--- config.mk ---
export PLATFORM = sky130hd
export DESIGN_NAME = register_bank_flat
export DESIGN_NICKNAME = d
export VERILOG_FILES = /design/src/rtl/arm_cpu_pkg.sv /design/src/rtl/register_bank_if.sv /design/src/rtl/load_scoreboard.sv /design/src/rtl/register_bank.sv /design/src/flat_wrapper.sv
export SDC_FILE = /design/constraint.sdc
export NUM_CORES = 1
export LEC_CHECK = 0
export ABC_AREA = 1
export BUFFER_PORTS_ARGS = -buffer_cell sky130_fd_sc_hd__buf_2
export CORE_ASPECT_RATIO = 0.7
export CORE_MARGIN = 3
export CORE_UTILIZATION = 36
export DETAILED_ROUTE_END_ITERATION = 7
export GPL_TIMING_DRIVEN = 1
export PLACE_DENSITY = 0.52
export SETUP_SLACK_MARGIN = 0.05
export SLEW_MARGIN = 20
export SYNTH_ARGS = -nofsm -noshare
export SYNTH_HDL_FRONTEND = slang
export SYNTH_SLANG_ARGS = --single-unit
--- constraint.sdc ---
create_clock -name clk -period 5.3 [get_ports clk]
set_input_delay 0.265 -clock clk [delete_from_list [all_inputs] [get_ports clk]]
set_output_delay 0.265 -clock clk [all_outputs]
set_load 0.01 [all_outputs]
--- src/rtl/arm_cpu_pkg.sv ---
// arm_cpu_pkg: shared word/index types and architectural constants for the register bank.
package arm_cpu_pkg;
    typedef logic [31:0] word_t;
    typedef logic [3:0] reg_idx_t;
    localparam reg_idx_t PC_IDX = 4'd15;
    localparam int PC_READ_OFFSET = 8;
endpackage

--- src/rtl/register_bank_if.sv ---
// register_bank_if: decode read ports, writeback port, fetch PC and load-issue signals.
interface register_bank_if
    import arm_cpu_pkg::*;
#(
    parameter int DATA_W = 32
);
    reg_idx_t rd_addr_a;
    logic [DATA_W-1:0] rd_data_a;
    logic rd_busy_a;
    reg_idx_t rd_addr_b;
    logic [DATA_W-1:0] rd_data_b;
    logic rd_busy_b;
    logic wr_en;
    reg_idx_t wr_addr;
    logic [DATA_W-1:0] wr_data;
    logic pc_advance;
    logic [DATA_W-1:0] pc_out;
    logic busy_set;
    reg_idx_t busy_addr;
    modport master (
        output rd_addr_a, rd_addr_b, wr_en, wr_addr, wr_data, pc_advance, busy_set, busy_addr,
        input rd_data_a, rd_busy_a, rd_data_b, rd_busy_b, pc_out
    );
    modport slave (
        input rd_addr_a, rd_addr_b, wr_en, wr_addr, wr_data, pc_advance, busy_set, busy_addr,
        output rd_data_a, rd_busy_a, rd_data_b, rd_busy_b, pc_out
    );
endinterface

--- src/rtl/load_scoreboard.sv ---
// load_scoreboard: one pending-load bit per register; a set beats a clear on the same index.
module load_scoreboard
    import arm_cpu_pkg::*;
#(
    parameter int N = 16
) (
    input  logic clk,
    input  logic reset,
    input  logic set,
    input  reg_idx_t set_idx,
    input  logic clr,
    input  reg_idx_t clr_idx,
    output logic [N-1:0] busy
);
    logic [N-1:0] set_m, clr_m;
    assign set_m = {{(N-1){1'b0}}, set} << set_idx;
    assign clr_m = {{(N-1){1'b0}}, clr} << clr_idx;
    always_ff @(posedge clk)
        if (reset) busy <= '0;
        else busy <= (busy & ~clr_m) | set_m;
endmodule

--- src/rtl/register_bank.sv ---
// register_bank: ARM r0-r14 plus PC (r15 reads PC+8) with a load scoreboard.
// Define REGISTER_BANK_FORWARD_EN to bypass same-cycle writeback data onto the read ports.
module register_bank
    import arm_cpu_pkg::*;
#(
    parameter int DATA_W = 32,
    parameter int NUM_REGS = 16,
    parameter logic [DATA_W-1:0] PC_RESET = '0,
    parameter int PC_STEP = 4
) (
    input logic clk,
    input logic reset,
    register_bank_if.slave bus
);
    logic [DATA_W-1:0] regs [NUM_REGS-1];
    logic [DATA_W-1:0] pc;
    logic [NUM_REGS-1:0] busy;
    logic fwd_a, fwd_b;
    load_scoreboard #(.N(NUM_REGS)) u_scoreboard (
        .clk(clk),
        .reset(reset),
        .set(bus.busy_set),
        .set_idx(bus.busy_addr),
        .clr(bus.wr_en),
        .clr_idx(bus.wr_addr),
        .busy(busy)
    );
    always_ff @(posedge clk)
        if (reset) for (int i = 0; i < NUM_REGS - 1; i++) regs[i] <= '0;
        else if (bus.wr_en && bus.wr_addr != PC_IDX) regs[bus.wr_addr] <= bus.wr_data;
    // A branch write to r15 overrides the sequential step.
    always_ff @(posedge clk)
        if (reset) pc <= PC_RESET;
        else if (bus.wr_en && bus.wr_addr == PC_IDX) pc <= bus.wr_data;
        else if (bus.pc_advance) pc <= pc + DATA_W'(PC_STEP);
`ifdef REGISTER_BANK_FORWARD_EN
    assign fwd_a = bus.wr_en && bus.wr_addr == bus.rd_addr_a && bus.wr_addr != PC_IDX;
    assign fwd_b = bus.wr_en && bus.wr_addr == bus.rd_addr_b && bus.wr_addr != PC_IDX;
`else
    assign fwd_a = 1'b0;
    assign fwd_b = 1'b0;
`endif
    assign bus.rd_data_a = fwd_a ? bus.wr_data
                         : bus.rd_addr_a == PC_IDX ? pc + DATA_W'(PC_READ_OFFSET)
                         : regs[bus.rd_addr_a];
    assign bus.rd_data_b = fwd_b ? bus.wr_data
                         : bus.rd_addr_b == PC_IDX ? pc + DATA_W'(PC_READ_OFFSET)
                         : regs[bus.rd_addr_b];
    assign bus.rd_busy_a = busy[bus.rd_addr_a] && !fwd_a;
    assign bus.rd_busy_b = busy[bus.rd_addr_b] && !fwd_b;
    assign bus.pc_out = pc;
endmodule

--- src/flat_wrapper.sv ---
// flat-port wrapper written by rule: the top's interface ports become plain ports
module register_bank_flat import arm_cpu_pkg::*;
#(
    parameter int DATA_W = 32,
    parameter int NUM_REGS = 16,
    parameter logic [DATA_W-1:0] PC_RESET = '0,
    parameter int PC_STEP = 4
)
  (clk, reset, bus_rd_addr_a, bus_rd_addr_b, bus_wr_en, bus_wr_addr, bus_wr_data, bus_pc_advance, bus_busy_set, bus_busy_addr, bus_rd_data_a, bus_rd_busy_a, bus_rd_data_b, bus_rd_busy_b, bus_pc_out);
  register_bank_if #(.DATA_W(DATA_W)) bus_i ();
  input logic clk;
  input logic reset;
  input wire logic [$bits(bus_i.rd_addr_a)-1:0] bus_rd_addr_a;
  input wire logic [$bits(bus_i.rd_addr_b)-1:0] bus_rd_addr_b;
  input wire logic [$bits(bus_i.wr_en)-1:0] bus_wr_en;
  input wire logic [$bits(bus_i.wr_addr)-1:0] bus_wr_addr;
  input wire logic [$bits(bus_i.wr_data)-1:0] bus_wr_data;
  input wire logic [$bits(bus_i.pc_advance)-1:0] bus_pc_advance;
  input wire logic [$bits(bus_i.busy_set)-1:0] bus_busy_set;
  input wire logic [$bits(bus_i.busy_addr)-1:0] bus_busy_addr;
  output wire logic [$bits(bus_i.rd_data_a)-1:0] bus_rd_data_a;
  output wire logic [$bits(bus_i.rd_busy_a)-1:0] bus_rd_busy_a;
  output wire logic [$bits(bus_i.rd_data_b)-1:0] bus_rd_data_b;
  output wire logic [$bits(bus_i.rd_busy_b)-1:0] bus_rd_busy_b;
  output wire logic [$bits(bus_i.pc_out)-1:0] bus_pc_out;
  assign bus_i.rd_addr_a = bus_rd_addr_a;
  assign bus_i.rd_addr_b = bus_rd_addr_b;
  assign bus_i.wr_en = bus_wr_en;
  assign bus_i.wr_addr = bus_wr_addr;
  assign bus_i.wr_data = bus_wr_data;
  assign bus_i.pc_advance = bus_pc_advance;
  assign bus_i.busy_set = bus_busy_set;
  assign bus_i.busy_addr = bus_busy_addr;
  assign bus_rd_data_a = bus_i.rd_data_a;
  assign bus_rd_busy_a = bus_i.rd_busy_a;
  assign bus_rd_data_b = bus_i.rd_data_b;
  assign bus_rd_busy_b = bus_i.rd_busy_b;
  assign bus_pc_out = bus_i.pc_out;
  register_bank #(.DATA_W(DATA_W), .NUM_REGS(NUM_REGS), .PC_RESET(PC_RESET), .PC_STEP(PC_STEP)) u_core (.clk(clk), .reset(reset), .bus(bus_i));
endmodule
==> flow_metrics.py <==
metrics = {
    "run_status": {
        "status": "completed",
    },
    "pwr": {
        "sw_frac_of_total_pct": 28.77,
        "clkPwrFrac_pct": 38.1,
        "p_int_uw": 7481,
        "power_uw": 10500,
        "peakVddDrop_uv": 258.4,
        "p_sw_uw": 3021,
        "p_leak_uw": 0.01364,
        "p_seq_share_pct": 48.1,
        "power_density_nw_per_um2": 304.3,
        "p_comb_share_pct": 13.8,
    },
    "synth": {
        "synth-simple-area-share_pct": 22.51,
        "syn_area_per_cell_um2": 8.006,
        "synth_compound_area_share_pct": 16.52,
        "synth_area_leaders": "edfxtp_1, nor2_1, nand2_1, o21ai_0, nand3_1",
        "ys_seq_area_share_pct": 51.47,
        "ys_ff_latch": 548,
        "yosysWarnings": 0,
        "synth_top_cell_by_area": "edfxtp_1",
        "synth_cell_types": 32,
        "synth_top_family_by_area": "simple AND/OR/NAND/NOR gates",
        "synth_top_area_share_pct": 48.37,
        "synth_mux_area_share_pct": 0,
        "synth_xor_area_share_pct": 0.5644,
        "synth_fa_ha_area_share_pct": 0.08062,
        "syn_inst": 3877,
        "syn_area_um2": 31040,
    },
    "layout": {
        "stdcell_area_um2": 34520,
        "area_growth_pct": 11.21,
        "layout.nets": 3946,
        "fillers": 8535,
        "final_common_cell": "nor2_1",
        "num_antenna_cells": 0,
        "stdcell_count": 5074,
        "final_cell_mix": "nor2_1, nand2_1, edfxtp_1",
        "final_layout_size_suffix_gt1_share_pct": 8.788,
    },
    "drt": {
        "totalWireLength_mm": 120.6,
        "drc_errors": 0,
        "ant_nets": 0,
        "num_vias": 28290,
        "wire_per_inst_um": 23.76,
        "drt-initial-drc-count": 3916,
        "dr.pass1.iters": 6,
        "viasPerCell": 5.576,
    },
    "setup_path": {
        "cp.required_ns": 5.04,
        "cp-start-kind": "flop",
        "cp_max_fo": 7,
        "worstSetupPathType": "reg2out",
        "cp.arrival_ns": 3.63,
        "cp-end-kind": "output port",
    },
    "cts": {
        "clk_transition_reported_paths_ns": 0.07,
        "cts_root_buf": "clkbuf_16",
        "cts_buffers": 55,
        "clkLatencyLatePin_ns": 0.65,
        "cts.sinks": 548,
        "post-cts-setup-buffers": 0,
        "h-tree-depth": 2,
        "cts_tree": "done",
        "clockBufferDepth": 3,
    },
    "timing": {
        "min_period_over_period_pct": 73.42,
        "fmax_mhz": 257.0,
        "worst_pin_slew_ns": 1.103,
        "skew_ns": 0.01819,
        "rsz0062_at_grt": "no",
        "hold_viol": 0,
        "setup_viol": 0,
        "drv_slew": 0,
        "maxSlewHeadroom_pct": 26.18,
        "setup_tns_ns": 0,
        "period_needed_ns": 3.891,
    },
    "floorplanning": {
        "io_pins": 151,
        "core_um2": 84850,
        "initial_core_util_pct": 36.58,
        "rows": 89,
        "die_w_um": 357.0,
        "dieArea_um2": 89830,
        "dieHeight_um": 251.7,
    },
    "placed_design": {
        "dpl_cell_area_um2": 32510,
        "globalplace.congestion": 0.9659,
        "io_buffers": 150,
        "dpl.hpwl_mm": 73.43,
        "dp.cells": 4946,
    },
    "job": {
        "cap_violations": 0,
    },
    "grt": {
        "grt_pass1_vias": 25700,
        "antenna_found_initial": 0,
        "grt_overflow": 0,
        "gr-usage-all-layers_pct": 26.17,
        "grt_pass1_wl_mm": 175.4,
        "grt_max_degree": 199,
    },
    "worst_hold_path": {
        "hp-class": "in2reg",
    },
}
[sequential cells by signal, indices dropped and copies added (netlist names)]
name	count
u_core.regs	500
u_core.u_scoreboard.busy	16
u_core.bus.pc_out	32
[metal layers]
metal  wire length (µm)  vias up  track usage (%)  share of wire (%)
li1                   -    13080                -                  -
met5                  0        -                0                  0
met3              12100      200            4.979                 10
met4               4868        0            10.20                4.0
met2              51500     1537            38.47                 43
met1              52090    13480            37.98                 43
[cells by family after synthesis]
logic type / count (synthesis)
XOR/XNOR: 20
AO/OA/AOI/OAI: 926
buffers and inverters: 662
adder cells (fa/ha/maj): 2
AND/OR/NAND/NOR: 1718
flip-flops: 548
other: 1
[stage by stage]
stage	util (%)	setup slack, ns	hold WS, ns
after global placement	38.31	1.763	0.4581
after detailed placement	38.31	1.736	0.4613
after CTS	40.67	1.679	0.001827
final	40.68	1.409	0.01563
after global routing	40.68	1.434	0.06792
after floorplan	-	3.101	0.3639
[final timing paths]
check                                            startpoint                          end  slack, ns  cells after the start
worst max register to register         u_core.bus.pc_out[2]        u_core.bus.pc_out[30]       2.32                     10
worst min register to register  u_core.u_scoreboard.busy[7]  u_core.u_scoreboard.busy[7]       0.46                      2
worst min-delay path                       bus_busy_addr[0]  u_core.u_scoreboard.busy[8]       0.02                      4
worst max-delay path                   u_core.bus.pc_out[3]            bus_rd_data_b[14]       1.41                      9
[critical path, stage by stage (launching register included)]
cell     delay, ns
dfxtp_1       0.63
nand3_1       0.21
nor2_2        0.55
nand2_1       0.43
nor2_1        0.47
nand2_1       0.09
nand2_1       0.22
nor2_1        0.07
a21oi_1       0.16
buf_2         0.15
[power by group through the flow]
stage	Sequential [µW]	Clock [µW]	Combinational (µW)
2_1_floorplan	5110	0	862
3_3_place_gp	5140	0	1420
3_5_place_dp	5140	0	1420
4_1_cts	5050	4030	1430
5_1_grt	5080	4210	1580
6_report	5050	4000	1450
[repair_timing]
action | 4_1_cts | 5_1_grt
endpoints found under the hold margin | 35 | 0
endpoints found under the setup margin | 0 | 0
hold buffers | 25 | 0
resized for setup | 0 | 0
[synth_stat cells]
library cell  number
nand4_1           13
nor3_4             3
nor3_2             1
clkinv_1           5
inv_2              6
xor2_1            16
buf_4             45
edfxtp_1         500
inv_1            352
clkbuf_1         155
nand2_2           16
o211ai_4           1
nor2_2             7
nor2_1           753
dfxtp_1           48
ha_1               2
o22ai_1           19
o21ai_1            1
xnor2_1            4
a31oi_1            2
o211ai_1         178
nand2_4            1
a21oi_1          284
nor2_4             1
o221ai_1           1
conb_1             1
buf_1             25
nor3_1             3
nand3_1          308
o21ai_0          440
nand2_1          612
buf_2             74
[cell type report]
class                           count  area (µm²)  share of cell area (%)
Timing Repair Buffer              237        1551                   4.495
Multi-Input combinational cell   2686       12450                   36.07
Clock buffer                       67        1494                   4.328
Tap cell                         1137        1423                   4.121
Sequential cell                   548       15980                   46.28
Clock inverter                     36       257.7                  0.7467
Inverter                          363        1364                   3.951
No activity file was read; power rests on OpenSTA's default activity.
